===== src/rtl/adc_seq_pkg.sv =====
// Shared types and helpers for the ADC scan sequencer: FSM states, channel count,
// round-robin pick and byte-lane access into the packed per-channel registers.
package adc_seq_pkg;

    localparam int NUM_CH = 4;
    localparam int CH_W   = $clog2(NUM_CH);

    typedef enum logic [2:0] {
        IDLE, SELECT, LATCH, START, WAIT_LO, WAIT_HI, READ, COMMIT
    } state_t;

    function automatic logic [4:0] lane_lsb(input logic [CH_W-1:0] ch);
        return {ch, 3'b000};
    endfunction

    function automatic logic [7:0] lane_get(input logic [NUM_CH*8-1:0] v,
                                            input logic [CH_W-1:0] ch);
        return v[lane_lsb(ch) +: 8];
    endfunction

    // First enabled channel at or after ptr, wrapping; scanned high-to-low so the
    // smallest offset is the one left standing.
    function automatic logic [CH_W-1:0] next_chan(input logic [NUM_CH-1:0] en,
                                                  input logic [CH_W-1:0] ptr);
        logic [CH_W-1:0] pick;
        pick = ptr;
        for (int i = NUM_CH - 1; i >= 0; i--) begin
            if (en[ptr + CH_W'(i)]) pick = ptr + CH_W'(i);
        end
        return pick;
    endfunction

endpackage


===== src/rtl/adc_clk_div.sv =====
// Free-running divider: adc_clock toggles every CLK_DIV clock cycles.
// Output registered; first toggle CLK_DIV cycles after reset; no backpressure.
module adc_clk_div #(
    parameter int CLK_DIV = 25
) (
    input  logic clock,
    input  logic reset,
    output logic adc_clock
);

    localparam int CW = (CLK_DIV > 1) ? $clog2(CLK_DIV) : 1;
    localparam logic [CW-1:0] LAST = CW'(CLK_DIV - 1);

    logic [CW-1:0] cnt;

    always_ff @(posedge clock) begin
        if (reset) begin
            cnt       <= '0;
            adc_clock <= 1'b0;
        end else if (cnt == LAST) begin
            cnt       <= '0;
            adc_clock <= ~adc_clock;
        end else begin
            cnt <= cnt + CW'(1);
        end
    end

endmodule


===== src/rtl/adc_scan_sequencer.sv =====
// Round-robin ADC0809 scan: drives ale/start/oe handshake, keeps latest and max per channel.
// Commit 4*SETUP_CYC + eoc wait + 3 cycles after leaving IDLE; no backpressure, eoc waits time out.
module adc_scan_sequencer
    import adc_seq_pkg::*;
#(
    parameter int CLK_DIV     = 25,
    parameter int SETUP_CYC   = 4,
    parameter int EOC_TIMEOUT = 20000
) (
    input  logic                clock,
    input  logic                reset,
    input  logic                eoc,
    input  logic [7:0]          adc_data,
    input  logic [NUM_CH-1:0]   chan_en,
    input  logic                max_clr,
    output logic                adc_clock,
    output logic [2:0]          address,
    output logic                ale,
    output logic                start,
    output logic                oe,
    output logic                sample_valid,
    output logic [CH_W-1:0]     sample_chan,
    output logic [7:0]          sample_data,
    output logic [NUM_CH*8-1:0] out_reg,
    output logic [NUM_CH*8-1:0] out_max,
    output logic                timeout_err
);

    localparam int SCW = (SETUP_CYC > 1) ? $clog2(SETUP_CYC) : 1;
    localparam int TCW = (EOC_TIMEOUT > 1) ? $clog2(EOC_TIMEOUT) : 1;
    localparam logic [SCW-1:0] SC_LAST = SCW'(SETUP_CYC - 1);
    localparam logic [TCW-1:0] TO_LAST = TCW'(EOC_TIMEOUT - 1);

    state_t          state;
    logic            eoc_meta;
    logic            eoc_sync;
    logic [SCW-1:0]  phase_cnt;
    logic [TCW-1:0]  wait_cnt;
    logic [CH_W-1:0] ch;
    logic [CH_W-1:0] ptr;
    logic [CH_W-1:0] nxt_ch;
    logic            phase_done;

    assign nxt_ch     = next_chan(chan_en, ptr);
    assign phase_done = (phase_cnt == SC_LAST);

    adc_clk_div #(.CLK_DIV(CLK_DIV)) u_clk_div (
        .clock     (clock),
        .reset     (reset),
        .adc_clock (adc_clock)
    );

    always_ff @(posedge clock) begin
        if (reset) begin
            state        <= IDLE;
            eoc_meta     <= 1'b0;
            eoc_sync     <= 1'b0;
            phase_cnt    <= '0;
            wait_cnt     <= '0;
            ch           <= '0;
            ptr          <= '0;
            address      <= '0;
            ale          <= 1'b0;
            start        <= 1'b0;
            oe           <= 1'b0;
            sample_valid <= 1'b0;
            sample_chan  <= '0;
            sample_data  <= '0;
            out_reg      <= '0;
            out_max      <= '0;
            timeout_err  <= 1'b0;
        end else begin
            eoc_meta     <= eoc;
            eoc_sync     <= eoc_meta;
            sample_valid <= 1'b0;
            if (max_clr) out_max <= '0;

            case (state)
                IDLE: begin
                    if (chan_en != '0) begin
                        ch        <= nxt_ch;
                        address   <= {1'b0, nxt_ch};
                        phase_cnt <= '0;
                        state     <= SELECT;
                    end
                end
                SELECT: begin
                    if (phase_done) begin
                        phase_cnt <= '0;
                        ale       <= 1'b1;
                        state     <= LATCH;
                    end else begin
                        phase_cnt <= phase_cnt + SCW'(1);
                    end
                end
                LATCH: begin
                    if (phase_done) begin
                        phase_cnt <= '0;
                        start     <= 1'b1;
                        state     <= START;
                    end else begin
                        phase_cnt <= phase_cnt + SCW'(1);
                    end
                end
                START: begin
                    if (phase_done) begin
                        phase_cnt <= '0;
                        ale       <= 1'b0;
                        start     <= 1'b0;
                        wait_cnt  <= '0;
                        state     <= WAIT_LO;
                    end else begin
                        phase_cnt <= phase_cnt + SCW'(1);
                    end
                end
                WAIT_LO: begin
                    if (!eoc_sync) begin
                        wait_cnt <= '0;
                        state    <= WAIT_HI;
                    end else if (wait_cnt == TO_LAST) begin
                        timeout_err <= 1'b1;
                        ptr         <= ch + CH_W'(1);
                        state       <= IDLE;
                    end else begin
                        wait_cnt <= wait_cnt + TCW'(1);
                    end
                end
                WAIT_HI: begin
                    if (eoc_sync) begin
                        phase_cnt <= '0;
                        oe        <= 1'b1;
                        state     <= READ;
                    end else if (wait_cnt == TO_LAST) begin
                        timeout_err <= 1'b1;
                        ptr         <= ch + CH_W'(1);
                        state       <= IDLE;
                    end else begin
                        wait_cnt <= wait_cnt + TCW'(1);
                    end
                end
                READ: begin
                    if (phase_done) begin
                        oe           <= 1'b0;
                        sample_valid <= 1'b1;
                        sample_chan  <= ch;
                        sample_data  <= adc_data;
                        state        <= COMMIT;
                    end else begin
                        phase_cnt <= phase_cnt + SCW'(1);
                    end
                end
                COMMIT: begin
                    out_reg[lane_lsb(ch) +: 8] <= sample_data;
                    // A coincident max_clr leaves the whole max bank cleared.
                    if (!max_clr && (sample_data > lane_get(out_max, ch)))
                        out_max[lane_lsb(ch) +: 8] <= sample_data;
                    ptr   <= ch + CH_W'(1);
                    state <= IDLE;
                end
                default: state <= IDLE;
            endcase
        end
    end

endmodule


===== config.mk =====
export PLATFORM = sky130hd
export DESIGN_NAME = adc_scan_sequencer
export DESIGN_NICKNAME = d
export VERILOG_FILES = /design/src/rtl/adc_seq_pkg.sv /design/src/rtl/adc_clk_div.sv /design/src/rtl/adc_scan_sequencer.sv
export SDC_FILE = /design/constraint.sdc
export NUM_CORES = 1
export LEC_CHECK = 0
export BUFFER_PORTS_ARGS = -buffer_cell sky130_fd_sc_hd__buf_2
export CORE_MARGIN = 1
export CORE_UTILIZATION = 55
export DETAILED_ROUTE_END_ITERATION = 8
export PLACE_DENSITY = 0.79
export SETUP_SLACK_MARGIN = 0.02
export SLEW_MARGIN = 40
export SYNTH_ARGS = -nofsm -noshare
export SYNTH_HDL_FRONTEND = slang
export SYNTH_HIERARCHICAL = 1
export SYNTH_SLANG_ARGS = --single-unit

===== constraint.sdc =====
create_clock -name clock -period 4.6 [get_ports clock]
set_clock_uncertainty 0.15 [all_clocks]
set_input_delay 0 -clock clock [delete_from_list [all_inputs] [get_ports clock]]
set_output_delay 0 -clock clock [all_outputs]
set_load 0.03 [all_outputs]

==> results.md, run 1 <==
- Ratio of cells with drive above 1 in the final layout: 21.27%
- Clock root cell: clkbuf_8
- Remaining routing DRC violations: 0
- Number of global-route vias before repair: 4,301
- Final Max Tran Viols: 0
- Detailed-route wire length: 13,190 um
- Post-route cell area: 6042 sq um
- Die Width: 99.14 um
- Setup TNS: 0 ns
- Initial Utilization: 56.44%
- Max-Cap Viols: 0
- Sequential area share after synthesis: 42.82%
- Max stage delay on crit path: 0.68 ns
- First-pass DRT Iterations: 5
- Arrival time at the worst endpoint: 3.10 ns
- Number of nets with antenna violations after detailed routing: 0
- Kind of end point of the critical path: flip-flop
- Worst-path maximum fanout: 19
- Global placer's final weighted congestion: 0.8734
- Placeable core area: 9196 sq um
- Post-synthesis cell area: 5190 sq um
- Number of library cell types mapped by synthesis: 57
- Post-layout instance count excluding filler cells: 788
- Number of fillers in the final layout: 748
- Die Span Y: 99.14 um
- Tcrit/Tclk final: 63.80%
- Placed wire-length estimate after detailed placement: 9035 um
- Static Leakage: 2.392 nW
- Critical path class: reg -> reg
- Worst Setup Start Kind: flip-flop
- Cells after synthesis: 586
- Commonest cells after routing, fill and taps aside: dfxtp_1 (110), nand2_1 (106), buf_2 (97)
- Average size of a mapped cell: 8.857 sq um
- Standard-cell row count: 35
- Number of hold violations in the final report: 0
- Async SR Flop Fraction: 0%
- Register bit count reported by yosys: 111
- Number of top-level pins: 99
- Antenna violations before repair: 0
- Via count: 4,587
- Library cell contributing the largest single delay on the critical path: dfxtp_2
- Combinational group share of total power: 5.0%
- Max-slew headroom at the worst pin: 51.16%
- Clk sinks: 111
- Routed via count divided by cell count: 5.821
- Hold WS: 0.01342 ns
- CTS tree: yes
- Highest ir drop seen on vdd: 171.5 uV
- Pin count of the biggest net entering global routing: 47
- Worst skew pair latency: 0.39 ns
- Commonest non-fill, non-tap cell in the layout: dfxtp_1
- Cell-internal power: 1.222 mW
- Portion of total power attributed to sequential cells: 59.0%
- Class of the tightest hold or removal check: in -> reg
- Clock power share: 36.0%
- Number of enable-type register cells in the synthesized netlist: 0
- Net total in the final layout: 705
- Final worst path period need: 2.935 ns
- Yosys warning total: 6
- Power density relative to cell area: 276.0 nW/um^2
- Cell area after placement: 5683 sq um
- Clock Tree Buf Depth: 2
- Number of buffers created by CTS: 9
- Switching fraction of total power: 26.72%
- Port-buffer cells: 97
- Cell breakdown of the critical path: mux4_2 > inv_1 > ha_1 > nand4_1 > nor2_1 > a211o_1 > nor3b_1 > buf_4 > mux2i_1
- Max Freq: 340.7 MHz
- Routed wirelength normalized by instance count: 16.74 um
- Number of nets in the synthesized netlist: 619
- Result of the run: finished, final reports clean
- Setup violators final: 0
- Unrepaired setup endpoints after global routing: no
- Die ar.: 9829 sq um
- Violation count after the first detailed-routing iteration: 192
- Antenna diode count: 0
- Global route overflow: 0
- Slew at the pin with the worst max-slew slack: 0.7306 ns
- Post-layout power: 1.667 mW
- Placed insts: 758
- Worst endpoint required time: 4.77 ns
- Deepest level of the CTS H-tree: 3
- Clock Pin Slew Worst Setup and Hold Paths: 0.12 ns
- Area growth from synthesis to layout: 16.42%
- Total Routing Usage GR: 27.12%
- Primary FF master, synth: dfxtp_1
- Net load switching power: 445.5 uW
- First-pass GRT wire length: 21,220 um
-- timing repair --
| action | 4_1_cts | 5_1_grt |
|---|---|---|
| endpoints found under the hold margin | 18 | 0 |
| setup buffers | 0 | 0 |
| hold buffers | 14 | 0 |
| resized for setup | 0 | 0 |
-- cell families after synthesis --
kind of cell               share of synthesized area (%)
and+or+nand+nor                                    23.41
DFF                                                42.82
AOI/OAI and AO/OA                                  11.91
buffers and inverters                              4.918
muxes                                              10.92
adders and majority gates                          4.098
xor gates and xnor gates                           1.856
other                                            0.07225
-- per-stage QoR --
| step | utilization, % | setup WS [ns] |
|---|---|---|
| final | 65.70 | 1.665 |
| after global routing | 65.70 | 1.436 |
| after global placement | 61.63 | 1.447 |
| after CTS | 65.61 | 1.657 |
| after detailed placement | 61.80 | 1.686 |
| after floorplan | - | 1.370 |
-- critical path: cells and delay by family, from the launching register on --
family	cells	cell delay, ns
adders and majority gates	1	0.23
AOI/OAI and AO/OA	1	0.31
muxes	2	0.79
and+or+nand+nor	3	0.40
DFF	1	0.68
buffers and inverters	2	0.30
-- cell usage after synthesis (2+ instances only) --
| master | count | share of area (%) |
|---|---|---|
| a211o_1 | 2 | 0.34 |
| a21o_1 | 5 | 0.72 |
| a21oi_1 | 26 | 2.5 |
| a22oi_1 | 34 | 4.9 |
| a31oi_1 | 3 | 0.36 |
| and3_1 | 4 | 0.48 |
| and4_2 | 2 | 0.39 |
| and4b_1 | 2 | 0.39 |
| buf_1 | 8 | 0.58 |
| buf_2 | 9 | 0.87 |
| buf_4 | 2 | 0.29 |
| buf_6 | 2 | 0.43 |
| clkbuf_1 | 21 | 1.5 |
| dfxtp_1 | 111 | 43 |
| ha_1 | 17 | 4.1 |
| inv_1 | 17 | 1.2 |
| mux2i_1 | 36 | 6.9 |
| mux4_2 | 8 | 3.5 |
| nand2_1 | 106 | 7.7 |
| nand2b_1 | 9 | 1.1 |
| nand3_1 | 8 | 0.77 |
| nand4_1 | 4 | 0.48 |
| nor2_1 | 64 | 4.6 |
| nor2b_1 | 10 | 1.2 |
| nor3_1 | 10 | 0.96 |
| nor3_2 | 2 | 0.39 |
| nor3b_1 | 8 | 1.2 |
| nor4_1 | 4 | 0.48 |
| nor4_2 | 2 | 0.48 |
| nor4b_2 | 2 | 0.58 |
| o211ai_1 | 2 | 0.29 |
| o21a_1 | 3 | 0.43 |
| o21ai_0 | 5 | 0.48 |
| o21bai_1 | 2 | 0.29 |
| o22ai_1 | 3 | 0.36 |
| or4_1 | 2 | 0.29 |
| or4b_1 | 2 | 0.39 |
| xnor2_1 | 8 | 1.4 |
| xor2_1 | 3 | 0.51 |
-- path summary, 6_finish.rpt --
check	to	start	depth (start not counted)	slack, ns
max	out_max[4]	address[0]	9	1.67
min	address[1]	chan_en[1]	5	0.01
max reg2reg	out_max[4]	address[0]	9	1.67
min reg2reg	eoc_sync	eoc_meta	1	0.31
-- power by group through the flow --
stage               Combinational [mW]  Clock, mW  Sequential [mW]
floorplan                       0.0610          0            0.995
global placement                0.0702          0             1.00
detailed placement              0.0726          0             1.00
CTS                             0.0826      0.607            0.983
global route                    0.0918      0.651            0.985
finish                          0.0838      0.601            0.983
-- per-layer routing --
| layer | track usage [%] | part of all wire (%) |
|---|---|---|
| met1 | 36.15 | 43 |
| met2 | 43.84 | 47 |
| met3 | 6.114 | 7.9 |
| met4 | 8.937 | 1.7 |
| met5 | 0 | 0 |
-- area by class of cell --
cell class,instances,area (sq um),share of cell area (%)
Multi-Input combinational cell,416,2735,45.27
Sequential cell,111,2223,36.80
Timing Repair Buffer,117,670.6,11.10
Tap cell,111,138.9,2.299
Clock buffer,9,123.9,2.050
Clock inverter,7,86.33,1.429
Inverter,17,63.81,1.056
Power figures use the tool's default switching activity.
==> inputs of run 2 (changes only) <==
--- a/config.mk
+++ b/config.mk
@@ -7,9 +7,9 @@
 export LEC_CHECK = 0
 export BUFFER_PORTS_ARGS = -buffer_cell sky130_fd_sc_hd__buf_2
 export CORE_MARGIN = 1
-export CORE_UTILIZATION = 55
+export CORE_UTILIZATION = 50
 export DETAILED_ROUTE_END_ITERATION = 8
-export PLACE_DENSITY = 0.79
+export PLACE_DENSITY = 0.76
 export SETUP_SLACK_MARGIN = 0.02
 export SLEW_MARGIN = 40
 export SYNTH_ARGS = -nofsm -noshare
==> constraint.sdc (replaced) <==
create_clock -name clock -period 2.7 [get_ports clock]
set_clock_uncertainty 0.15 [all_clocks]
set_input_delay 0 -clock clock [delete_from_list [all_inputs] [get_ports clock]]
set_output_delay 0 -clock clock [all_outputs]
set_load 0.03 [all_outputs]
==> results.md, run 2 (synthesis results as in run 1) <==
- Result of the run: complete, but fails checks (was finished, final reports clean)
- Violated checks: negative hold slack, negative setup slack
- Placeable core area: 9910 sq um (was 9196 sq um)
- Cell area after placement: 6002 sq um (was 5683 sq um)
- Clk sinks: 111 (unchanged)
- First-pass DRT Iterations: 5 (unchanged)
- Total Routing Usage GR: 27.35% (was 27.12%)
- Number of global-route vias before repair: 4,753 (was 4,301)
- Number of fillers in the final layout: 802 (was 748)
- Clock root cell: clkbuf_8 (unchanged)
- Cells on worst reg2reg path: 10 (was 9)
- Detailed-route wire length: 15,140 um (was 13,190 um)
- Die Width: 103.9 um (was 99.14 um)
- Max Freq: 356.8 MHz (was 340.7 MHz)
- Minimum setup slack in the final design: -0.1027 ns (was 1.665 ns)
- Class of the tightest hold or removal check: in -> reg (unchanged)
- Setup violators final: 16 (was 0)
- Clock power share: 34.1% (was 36.0%)
- Number of top-level pins: 99 (unchanged)
- Commonest cells after routing, fill and taps aside: dfxtp_1 (110), nand2_1 (106), buf_2 (97) (unchanged)
- Final worst path period need: 2.803 ns (was 2.935 ns)
- Switching fraction of total power: 25.00% (was 26.72%)
- Worst skew pair latency: 0.37 ns (was 0.39 ns)
- Placed insts: 816 (was 758)
- Post-route cell area: 6518 sq um (was 6042 sq um)
- Net load switching power: 696.7 uW (was 445.5 uW)
- Initial Utilization: 52.37% (was 56.44%)
- Remaining routing DRC violations: 0 (unchanged)
- Pin count of the biggest net entering global routing: 37 (was 47)
- Placed wire-length estimate after detailed placement: 10,290 um (was 9035 um)
- Global placer's final weighted congestion: 0.9905 (was 0.8734)
- Violation count after the first detailed-routing iteration: 381 (was 192)
- Port-buffer cells: 97 (unchanged)
- Via count: 4,895 (was 4,587)
- Setup TNS: -0.6031 ns (was 0 ns)
- CTS tree: yes (unchanged)
- Die ar.: 10,790 sq um (was 9829 sq um)
- Combinational group share of total power: 6.4% (was 5.0%)
- Worst endpoint required time: 2.84 ns (was 4.77 ns)
- Number of buffers created by CTS: 9 (unchanged)
- Clock Tree Buf Depth: 2 (unchanged)
- Area growth from synthesis to layout: 25.58% (was 16.42%)
- Hold Crit Depth: 5 (unchanged)
- Die Span Y: 103.9 um (was 99.14 um)
- Clock Pin Slew Worst Setup and Hold Paths: 0.09 ns (was 0.12 ns)
- Number of hold violations in the final report: 1 (was 0)
- Global route overflow: 0 (unchanged)
- Routed wirelength normalized by instance count: 17.75 um (was 16.74 um)
- Ratio of cells with drive above 1 in the final layout: 27.78% (was 21.27%)
- Antenna diode count: 0 (unchanged)
- Unrepaired setup endpoints after global routing: yes (was no)
- Slew at the pin with the worst max-slew slack: 0.8575 ns (was 0.7306 ns)
- Arrival time at the worst endpoint: 2.94 ns (was 3.10 ns)
- Hold WS: -0.003469 ns (was 0.01342 ns)
- Worst-path maximum fanout: 8 (was 19)
- Number of nets with antenna violations after detailed routing: 0 (unchanged)
- Tcrit/Tclk final: 103.8% (was 63.80%)
- Net total in the final layout: 748 (was 705)
- Critical path class: reg -> reg (unchanged)
- Worst Setup Start Kind: flip-flop (unchanged)
- Max-Cap Viols: 0 (unchanged)
- Deepest level of the CTS H-tree: 3 (unchanged)
- Antenna violations before repair: 0 (unchanged)
- Static Leakage: 2.616 nW (was 2.392 nW)
- Portion of total power attributed to sequential cells: 59.6% (was 59.0%)
- Cell-internal power: 2.090 mW (was 1.222 mW)
- Commonest non-fill, non-tap cell in the layout: dfxtp_1 (unchanged)
- Standard-cell row count: 36 (was 35)
- Routed via count divided by cell count: 5.739 (was 5.821)
- Final Max Tran Viols: 0 (unchanged)
- Power density relative to cell area: 427.6 nW/um^2 (was 276.0 nW/um^2)
- First-pass GRT wire length: 23,600 um (was 21,220 um)
- Max-slew headroom at the worst pin: 42.83% (was 51.16%)
- Post-layout instance count excluding filler cells: 853 (was 788)
- Kind of end point of the critical path: flip-flop (unchanged)
- Highest ir drop seen on vdd: 318.3 uV (was 171.5 uV)
-- run 2: cell count changes in the layout (fill, tap and decap cells not counted), moves of 2 or more --
cell           change
nor3_1             +2
nor3b_4            +4
inv_6              -2
inv_2              +4
buf_12             +5
inv_1              -4
nor3b_1            -4
nor3_2             -2
ha_1               -3
ha_4               +3
clkinv_8           -3
dlygate4sd3_1      -2
buf_4             +39
-- run 2: metal layers --
metal  global-route usage, %  wire (um)  vias to the layer above
met5                       0          0                        -
met4                   11.94        512                        0
met3                   6.266       1196                       44
met2                   46.62       7235                      230
met1                   32.92       6199                     2337
li1                        -          -                     2284
-- run 2: final timing paths --
kind         startpoint     endpoint  slack (ns)
min          chan_en[2]   address[0]      -0.003
max reg2reg  address[0]  out_max[12]       -0.10
max          address[0]  out_max[12]       -0.10
min reg2reg    eoc_meta     eoc_sync        0.30
-- run 2: per-stage QoR --
step | setup slack [ns] | power [mW] | utilization [%]
after floorplan | 0.01976 | 1.803 | -
after global placement | -0.1761 | 1.841 | 60.57
after detailed placement | -0.3176 | 1.848 | 60.57
after CTS | 0.03431 | 2.791 | 64.81
after global routing | -0.1810 | 2.889 | 65.77
final | -0.1027 | 2.787 | 65.77
-- run 2: power groups by stage --
stage               Sequential [mW]  Clock (mW)  Combinational (mW)
floorplan                      1.69           0               0.108
global route                   1.66        1.03               0.194
global placement               1.70           0               0.141
CTS                            1.66       0.966               0.162
detailed placement             1.70           0               0.147
finish                         1.66       0.950               0.177
-- run 2: area by class of cell --
type | instances | area, sq um | share of cell area, %
Timing Repair Buffer | 160 | 1055 | 16.18
Multi-Input combinational cell | 416 | 2824 | 43.33
Clock inverter | 5 | 41.29 | 0.6335
Inverter | 17 | 63.81 | 0.9791
Clock buffer | 11 | 141.4 | 2.169
Sequential cell | 111 | 2226 | 34.15
Tap cell | 133 | 166.4 | 2.553
-- run 2: critical path, cell delays in order, from the launching register on --
cell	delay, ns
dfxtp_4	0.38
buf_4	0.15
buf_4	0.12
mux4_2	0.48
ha_1	0.29
nand4_1	0.09
nor2_1	0.07
a211o_4	0.33
nor3b_4	0.26
buf_12	0.17
mux2i_1	0.24
-- run 2: what timing repair did --
action                                 in CTS  in global routing
gates cloned                                0                  0
setup buffers                               5                  4
hold buffers                               12                  0
pin swaps                                   5                  8
setup endpoints to repair                  32                 32
gates resized for setup                     8                 12
endpoints found under the hold margin      19                  0
